## src/rtl/pwm_gate_guard_if.sv

```systemverilog
// Purpose : signal bundle between the CPU/PWM-accelerator side and pwm_gate_guard.
// Latency : none (wires only).
// Backpressure: none; all signals are levels or one-cycle pulses.
// Ports (master = CPU/accelerator side, slave = guard):
//   arm, clear, pwm_in, fault_in, min_pulse, cooldown        master -> slave
//   gate_out, fault_out, state, fault_cause, st_count        slave -> master
interface pwm_gate_guard_if #(
  parameter int CNT_W = 16
);
  logic             arm;
  logic             clear;
  logic [7:0]       pwm_in;
  logic             fault_in;
  logic [CNT_W-1:0] min_pulse;
  logic [CNT_W-1:0] cooldown;
  logic [7:0]       gate_out;
  logic             fault_out;
  logic [1:0]       state;
  logic [1:0]       fault_cause;
  logic [7:0]       st_count;

  modport master (
    output arm, clear, pwm_in, fault_in, min_pulse, cooldown,
    input  gate_out, fault_out, state, fault_cause, st_count
  );

  modport slave (
    input  arm, clear, pwm_in, fault_in, min_pulse, cooldown,
    output gate_out, fault_out, state, fault_cause, st_count
  );
endinterface

```

## src/rtl/pwm_gate_guard.sv

```systemverilog
// Purpose : gate-drive protection between PWM accelerator and gate drivers (interlock, min pulse,
//           shoot-through detect, external trip, latched fault with clear + cooldown + re-arm).
// Latency : pwm_in -> gate_out 1 cycle unconstrained; fault_in -> gates low <= 3 edges (more with filter).
// Backpressure: none; gates are forced low on fault, fault_out feeds back to the accelerator.
// Ports: clk, rst_n (async active-low); gg (slave modport of pwm_gate_guard_if) carrying
//   arm/clear/pwm_in/fault_in/min_pulse/cooldown in and gate_out/fault_out/state/fault_cause/st_count out.
// Optional feature macro: PWM_FAULT_FILTER_EN -- trip needs FILTER_LEN consecutive synchronised
//   fault_in samples; when undefined a single high synchronised sample trips.
module pwm_gate_guard #(
  parameter int CNT_W      = 16,
  parameter int FILTER_LEN = 4
) (
  input  logic            clk,
  input  logic            rst_n,
  pwm_gate_guard_if.slave gg
);

  typedef enum logic [1:0] {
    ST_IDLE  = 2'd0,
    ST_RUN   = 2'd1,
    ST_FAULT = 2'd2,
    ST_COOL  = 2'd3
  } state_e;

  if (FILTER_LEN < 1) begin : g_bad_filter_len
    $error("pwm_gate_guard: FILTER_LEN must be at least 1");
  end

  state_e                 state_q, state_d;
  logic                   arm_prev_q;
  logic                   sync1_q, fsync_q;
  logic [7:0]             gate_q, gate_d;
  logic [7:0][CNT_W-1:0]  pc_q, pc_d;
  logic [CNT_W-1:0]       cd_q, cd_d;
  logic [1:0]             cause_q, cause_d;
  logic [7:0]             st_cnt_q, st_cnt_d;

  logic                   trip;
  logic                   shoot;
  logic [7:0]             rise_req;
  logic [CNT_W-1:0]       pulse_load;

  // ---------------------------------------------------------------------------
  // Trip qualification
  // ---------------------------------------------------------------------------
`ifdef PWM_FAULT_FILTER_EN
  localparam int FW = $clog2(FILTER_LEN + 1);
  logic [FW-1:0] filt_q, filt_d;

  // Counts consecutive high synchronised samples, saturating at FILTER_LEN.
  always_comb begin
    filt_d = filt_q;
    if (!fsync_q) begin
      filt_d = '0;
    end else if (filt_q != FW'(FILTER_LEN)) begin
      filt_d = filt_q + FW'(1);
    end
  end

  // The current sample is the FILTER_LEN-th high one when FILTER_LEN-1 were already counted.
  assign trip = fsync_q && (filt_q >= FW'(FILTER_LEN - 1));

  always_ff @(posedge clk or negedge rst_n) begin
    if (!rst_n) begin
      filt_q <= '0;
    end else begin
      filt_q <= filt_d;
    end
  end
`else
  assign trip = fsync_q;
`endif

  // Shoot-through is judged on the raw PWM inputs, not on the gated outputs.
  assign shoot = (gg.pwm_in[0] & gg.pwm_in[1]) | (gg.pwm_in[2] & gg.pwm_in[3]) |
                 (gg.pwm_in[4] & gg.pwm_in[5]) | (gg.pwm_in[6] & gg.pwm_in[7]);

  // A counter loaded with N-1 holds the new level for exactly N cycles; 0 and 1 both mean no hold.
  assign pulse_load = (gg.min_pulse > CNT_W'(1)) ? (gg.min_pulse - CNT_W'(1)) : '0;

  // ---------------------------------------------------------------------------
  // FSM next state, cooldown counter, fault cause, shoot-through counter
  // ---------------------------------------------------------------------------
  always_comb begin
    state_d  = state_q;
    cd_d     = cd_q;
    cause_d  = cause_q;
    st_cnt_d = st_cnt_q;

    unique case (state_q)
      ST_IDLE: begin
        if (gg.arm && !arm_prev_q && !trip) begin
          state_d = ST_RUN;
        end
      end
      ST_RUN: begin
        if (trip || shoot) begin
          state_d = ST_FAULT;
          cause_d = cause_q | {shoot, trip};
        end else if (!gg.arm) begin
          state_d = ST_IDLE;
        end
      end
      ST_FAULT: begin
        if (gg.clear && !trip) begin
          state_d = ST_COOL;
          cause_d = 2'b00;
          cd_d    = gg.cooldown;
        end else begin
          cause_d = cause_q | {shoot, trip};
        end
      end
      ST_COOL: begin
        if (trip || shoot) begin
          state_d = ST_FAULT;
          cause_d = cause_q | {shoot, trip};
        end else if (cd_q <= CNT_W'(1)) begin
          // Loaded value N gives N cycles in COOLDOWN (0 behaves like 1).
          state_d = ST_IDLE;
          cd_d    = '0;
        end else begin
          cd_d = cd_q - CNT_W'(1);
        end
      end
      default: begin
        state_d = ST_IDLE;
      end
    endcase

    if (shoot && (st_cnt_q != 8'hFF)) begin
      st_cnt_d = st_cnt_q + 8'd1;
    end
  end

  // ---------------------------------------------------------------------------
  // Per-channel gate path: interlock + minimum pulse width
  // ---------------------------------------------------------------------------
  always_comb begin
    gate_d   = '0;
    pc_d     = '0;
    rise_req = '0;

    // A channel wants to rise when its hold has expired and its PWM input asks for it.
    for (int c = 0; c < 8; c++) begin
      rise_req[c] = gg.pwm_in[c] & ~gate_q[c] & (pc_q[c] == '0);
    end

    for (int c = 0; c < 8; c++) begin
      if (state_d != ST_RUN) begin
        // Leaving or outside RUN: gates off at once, min-pulse holds abandoned.
        gate_d[c] = 1'b0;
        pc_d[c]   = '0;
      end else if (pc_q[c] != '0) begin
        gate_d[c] = gate_q[c];
        pc_d[c]   = pc_q[c] - CNT_W'(1);
      end else begin
        if (rise_req[c]) begin
          // Blocked while the partner is on or rising on this same edge; a simultaneous
          // request from both sides leaves both off.
          gate_d[c] = ~(gate_q[c ^ 1] | rise_req[c ^ 1]);
        end else begin
          gate_d[c] = gg.pwm_in[c];
        end
        pc_d[c] = (gate_d[c] != gate_q[c]) ? pulse_load : '0;
      end
    end
  end

  // ---------------------------------------------------------------------------
  // Registers
  // ---------------------------------------------------------------------------
  always_ff @(posedge clk or negedge rst_n) begin
    if (!rst_n) begin
      state_q <= ST_IDLE;
    end else begin
      state_q <= state_d;
    end
  end

  always_ff @(posedge clk or negedge rst_n) begin
    if (!rst_n) begin
      arm_prev_q <= 1'b0;
      sync1_q    <= 1'b0;
      fsync_q    <= 1'b0;
      gate_q     <= '0;
      pc_q       <= '0;
      cd_q       <= '0;
      cause_q    <= 2'b00;
      st_cnt_q   <= '0;
    end else begin
      arm_prev_q <= gg.arm;
      sync1_q    <= gg.fault_in;
      fsync_q    <= sync1_q;
      gate_q     <= gate_d;
      pc_q       <= pc_d;
      cd_q       <= cd_d;
      cause_q    <= cause_d;
      st_cnt_q   <= st_cnt_d;
    end
  end

  assign gg.gate_out    = gate_q;
  assign gg.fault_out   = (state_q == ST_FAULT);
  assign gg.state       = state_q;
  assign gg.fault_cause = cause_q;
  assign gg.st_count    = st_cnt_q;

endmodule
```

## src/flat_wrapper.sv

```systemverilog
// flat-port wrapper written by rule: the top's interface ports become plain ports
module pwm_gate_guard_flat 
#(
  parameter int CNT_W      = 16,
  parameter int FILTER_LEN = 4
)
  (clk, rst_n, gg_arm, gg_clear, gg_pwm_in, gg_fault_in, gg_min_pulse, gg_cooldown, gg_gate_out, gg_fault_out, gg_state, gg_fault_cause, gg_st_count);
  pwm_gate_guard_if #(.CNT_W(CNT_W)) gg_i ();
  input  logic clk;
  input  logic rst_n;
  input wire logic [$bits(gg_i.arm)-1:0] gg_arm;
  input wire logic [$bits(gg_i.clear)-1:0] gg_clear;
  input wire logic [$bits(gg_i.pwm_in)-1:0] gg_pwm_in;
  input wire logic [$bits(gg_i.fault_in)-1:0] gg_fault_in;
  input wire logic [$bits(gg_i.min_pulse)-1:0] gg_min_pulse;
  input wire logic [$bits(gg_i.cooldown)-1:0] gg_cooldown;
  output wire logic [$bits(gg_i.gate_out)-1:0] gg_gate_out;
  output wire logic [$bits(gg_i.fault_out)-1:0] gg_fault_out;
  output wire logic [$bits(gg_i.state)-1:0] gg_state;
  output wire logic [$bits(gg_i.fault_cause)-1:0] gg_fault_cause;
  output wire logic [$bits(gg_i.st_count)-1:0] gg_st_count;
  assign gg_i.arm = gg_arm;
  assign gg_i.clear = gg_clear;
  assign gg_i.pwm_in = gg_pwm_in;
  assign gg_i.fault_in = gg_fault_in;
  assign gg_i.min_pulse = gg_min_pulse;
  assign gg_i.cooldown = gg_cooldown;
  assign gg_gate_out = gg_i.gate_out;
  assign gg_fault_out = gg_i.fault_out;
  assign gg_state = gg_i.state;
  assign gg_fault_cause = gg_i.fault_cause;
  assign gg_st_count = gg_i.st_count;
  pwm_gate_guard #(.CNT_W(CNT_W), .FILTER_LEN(FILTER_LEN)) u_core (.clk(clk), .rst_n(rst_n), .gg(gg_i));
endmodule
```

## config.mk

```make
export PLATFORM = sky130hd
export DESIGN_NAME = pwm_gate_guard_flat
export DESIGN_NICKNAME = d
export VERILOG_FILES = /design/src/rtl/pwm_gate_guard_if.sv /design/src/rtl/pwm_gate_guard.sv /design/src/flat_wrapper.sv
export SDC_FILE = /design/constraint.sdc
export NUM_CORES = 1
export LEC_CHECK = 0
export ABC_AREA = 1
export CAP_MARGIN = 20
export CORE_MARGIN = 5
export CORE_UTILIZATION = 40
export DETAILED_ROUTE_END_ITERATION = 12
export PLACE_DENSITY = 0.57
export SYNTH_ARGS = -nofsm -noshare
export SYNTH_HDL_FRONTEND = slang
export SYNTH_SLANG_ARGS = --single-unit
```

## constraint.sdc

```tcl
create_clock -name clk -period 2.1 [get_ports clk]
set_clock_uncertainty 0.1 [all_clocks]
set_input_delay 0.42 -clock clk [delete_from_list [all_inputs] [get_ports clk]]
set_output_delay 0.42 -clock clk [all_outputs]
set_load 0.02 [all_outputs]
```

==> results.txt <==
Largest net degree at the start of global routing -> 50
Tcrit/Tclk final -> 0.971
Placed cell area -> 13500 sq um
Maxcap violations -> 0
Vias in the first global route -> 10900
Arrival time worst endpoint -> 2.31 ns
Hold Violations, Final -> 0
Worst Setup SP -> gg_min_pulse[0]
Final setup viols -> 0
Clock root cell -> clkbuf_16
Sequential area share after synthesis -> 0.374
Max clock buf depth -> 2
HP Class -> flop to flop
Clk Latency, worst-skew pair -> 0.45 ns
# clock sinks -> 167
Share of layout cells above drive strength 1 -> 0.159
Worst-Margin Slew -> 0.456 ns
Ant. Diodes -> 0
Syn Area/Cell -> 6.76 sq um
Clock Power Share -> 0.399
Layout Nets -> 1911
Post-layout util -> 0.524
GRT Util Overall -> 0.221
Antenna viol nets, final -> 0
Hold slack final -> 0.261 ns
Status -> completed
Vias per cell -> 5.13
FF-to-FF End -> u_core.pc_q[63]$_DFF_PN0_
Async SR Flop Fraction -> 1.00
Switching Power -> 2.48 mW
Remaining DRCs -> 0
Worst Setup End Kind -> flop
Leak -> 7.14 nW
Dpl cells -> 2203
Proportion of power drawn by combinational gates -> 0.181
Via count -> 11500
RSZ-0062 raised after global routing -> true
Crit Path Class -> primary input to flop
Die Wd -> 177 um
Filler cells -> 2766
Setup crit end -> u_core.pc_q[120]$_DFF_PN0_
Final Non-Filler Cells -> 2244
DR iter-0 viols -> 772
Post-Synthesis Cells -> 1651
GR Overflow Total -> 0
Synth Warn # -> 0
Slew headroom -> 0.696
Internal power -> 5.85 mW
Mapped Area -> 11200 sq um
Worst r2r src -> u_core.pc_q[48]$_DFF_PN0_
Yosys reg bits -> 167
Effective utilization at floorplan -> 0.403
CTS Buf Count -> 17
I/O Buffers -> 65
Tmin final -> 2.04 ns
First-pass GRT wire length -> 56.2 mm
Crit start category -> primary input
Die H -> 177 um
CTS tree -> done
PwrDens -> 574 nW/um^2
Row count -> 61
Half-perimeter wire length after detailed placement -> 24.5 mm
Gpl congestion -> 0.878
Syn nets -> 1709
Clock H-tree levels -> 4
Die area -> 31400 sq um
Fmax -> 491 MHz
Post-Route WL -> 34.9 mm
Number of flops mapped to enable cells by yosys -> 0
First-pass iteration count of the detailed router -> 5
Core area -> 27700 sq um
Critical Path RT -> 2.37 ns
Initial antenna violation count -> 0
Synthesis-to-layout area growth -> 30.0%
VDD IR max -> 571 uV
R2r setup slk -> 0.10 ns
Dominant synthesized flop cell -> dfrtp_1
Share of power burned in registers -> 0.420
Max-slew violation count -> 0
Unique masters post-synth -> 34
# IOs -> 66
Design area -> 14500 sq um
Worst Reg-to-Reg Cells -> 12
Sw Share -> 0.297
Reg clk slew, reported paths -> 0.08 ns
Worst-path fanout max -> 5
Drt wl/cell -> 15.6 um
==> power by group through the flow <==
stage	clock (mW)	combinational (mW)	sequential [mW]
after global placement	0	1.47	3.55
after global routing	3.48	1.66	3.52
after floorplan	0	0.600	3.63
final	3.32	1.51	3.50
after detailed placement	0	1.48	3.56
after CTS	3.37	1.49	3.50
==> area by class of cell <==
cell class,instances,area [sq um],share of cell area
Tap cell,378,473,0.0326
Inverter,161,608,0.0419
Timing Repair Buffer,237,2300,0.158
Clock inverter,14,163,0.0112
Sequential cell,167,4180,0.288
Clock buffer,18,439,0.0303
Multi-Input combinational cell,1269,6350,0.438
==> state kept, by name (all words and copies together), names as in the netlist <==
name and cells:
u_core.sync1_q 1, u_core.cd_q 16, u_core.pc_q 128, u_core.gg.st_count 8
u_core.gg.state 2, u_core.gg.gate_out 8, u_core.arm_prev_q 1, u_core.gg.fault_cause 2
u_core.fsync_q 1
==> synthesized netlist by cell type (6+ instances only) <==
cell type	number	share of area
o21ai_0	32	0.014
nor2_2	7	0.0039
nand3b_1	7	0.0047
nand3_1	227	0.10
nand4_1	19	0.011
clkbuf_1	20	0.0067
buf_4	15	0.010
a22oi_1	6	0.0040
dfrtp_1	167	0.37
a21oi_1	156	0.070
inv_2	7	0.0024
a31oi_1	7	0.0039
nor2_1	249	0.084
ha_1	13	0.015
buf_2	16	0.0072
inv_1	151	0.051
nor3_1	21	0.0094
xnor2_1	15	0.012
or2_2	7	0.0039
xor2_1	69	0.054
nand2_1	414	0.14
==> layout by cell type (no fill, tap or decap), types with 8 or more instances in the layout <==
cell type        synthesis  layout
nor2_4                   1       9
a21oi_1                156     147
o21ai_0                 32      32
nor3_1                  21      19
clkdlybuf4s50_1          0      61
inv_1                  151     143
ha_1                    13      11
nor2_1                 249     231
clkbuf_16                0      20
buf_4                   15     141
nor2_2                   7      17
dfrtp_1                167     166
inv_2                    7      15
buf_12                   0      19
nand4_1                 19      19
a21oi_2                  1       8
xnor2_1                 15      13
xor2_1                  69      67
nand2_1                414     405
nand2_2                  3      11
nand3_1                227     223
==> worst min path at each step <==
stage | from | endpoint | slack, ns | cells after the start
after floorplan | rst_n | u_core.arm_prev_q$_DFF_PN0_ | 0.02 | 0
after global placement | u_core.sync1_q$_DFF_PN0_ | u_core.fsync_q$_DFF_PN0_ | 0.24 | 0
after detailed placement | u_core.sync1_q$_DFF_PN0_ | u_core.fsync_q$_DFF_PN0_ | 0.24 | 0
after CTS | u_core.sync1_q$_DFF_PN0_ | u_core.fsync_q$_DFF_PN0_ | 0.26 | 0
after global routing | u_core.sync1_q$_DFF_PN0_ | u_core.fsync_q$_DFF_PN0_ | 0.27 | 0
final | u_core.sync1_q$_DFF_PN0_ | u_core.fsync_q$_DFF_PN0_ | 0.26 | 0
==> critical path: stages <==
cell and delay [ns]:
clkdlybuf4s50_1 0.50, inv_1 0.06, ha_1 0.21, buf_4 0.14
nand2_2 0.08, nor2_1 0.05, buf_4 0.15, xnor2_2 0.16
nor2_4 0.17, buf_12 0.14, nand3_1 0.09, a21oi_2 0.13
==> logic make-up (layout without fill, tap and decap cells) <==
group                      Yosys count  in the layout  synth area share
AOI/OAI and AO/OA                  210            210            0.0982
xor gates and xnor gates            84             84            0.0659
adders and majority gates           13             13            0.0146
buffers and inverters              215            430            0.0804
DFF                                167            167             0.374
muxes                                1              1           0.00101
and+or+nand+nor                    961            961             0.366
==> metal layers <==
layer | track usage | part of all wire
met1 | 0.309 | 0.47
met4 | 0.0538 | 0.011
met3 | 0.0316 | 0.053
met5 | 0 | 0
met2 | 0.363 | 0.47
==> timing repair <==
item,CTS,global route
setup buffers,1,4
endpoints found under the hold margin,33,0
gates cloned,0,3
hold buffers,1,0
resized for setup,15,67
setup endpoints to repair,154,137
pin swaps,1,11
==> per-stage QoR <==
step	setup TNS, ns	setup WS [ns]	total power, mW
global route	-0.0707	-0.0280	8.67
finish	0	0.0618	8.33
CTS	0	0.00196	8.36
detailed placement	-96.97	-0.673	5.04
global placement	-95.81	-0.653	5.03
floorplan	0	0.124	4.23
No activity file was read; power rests on OpenSTA's default activity.
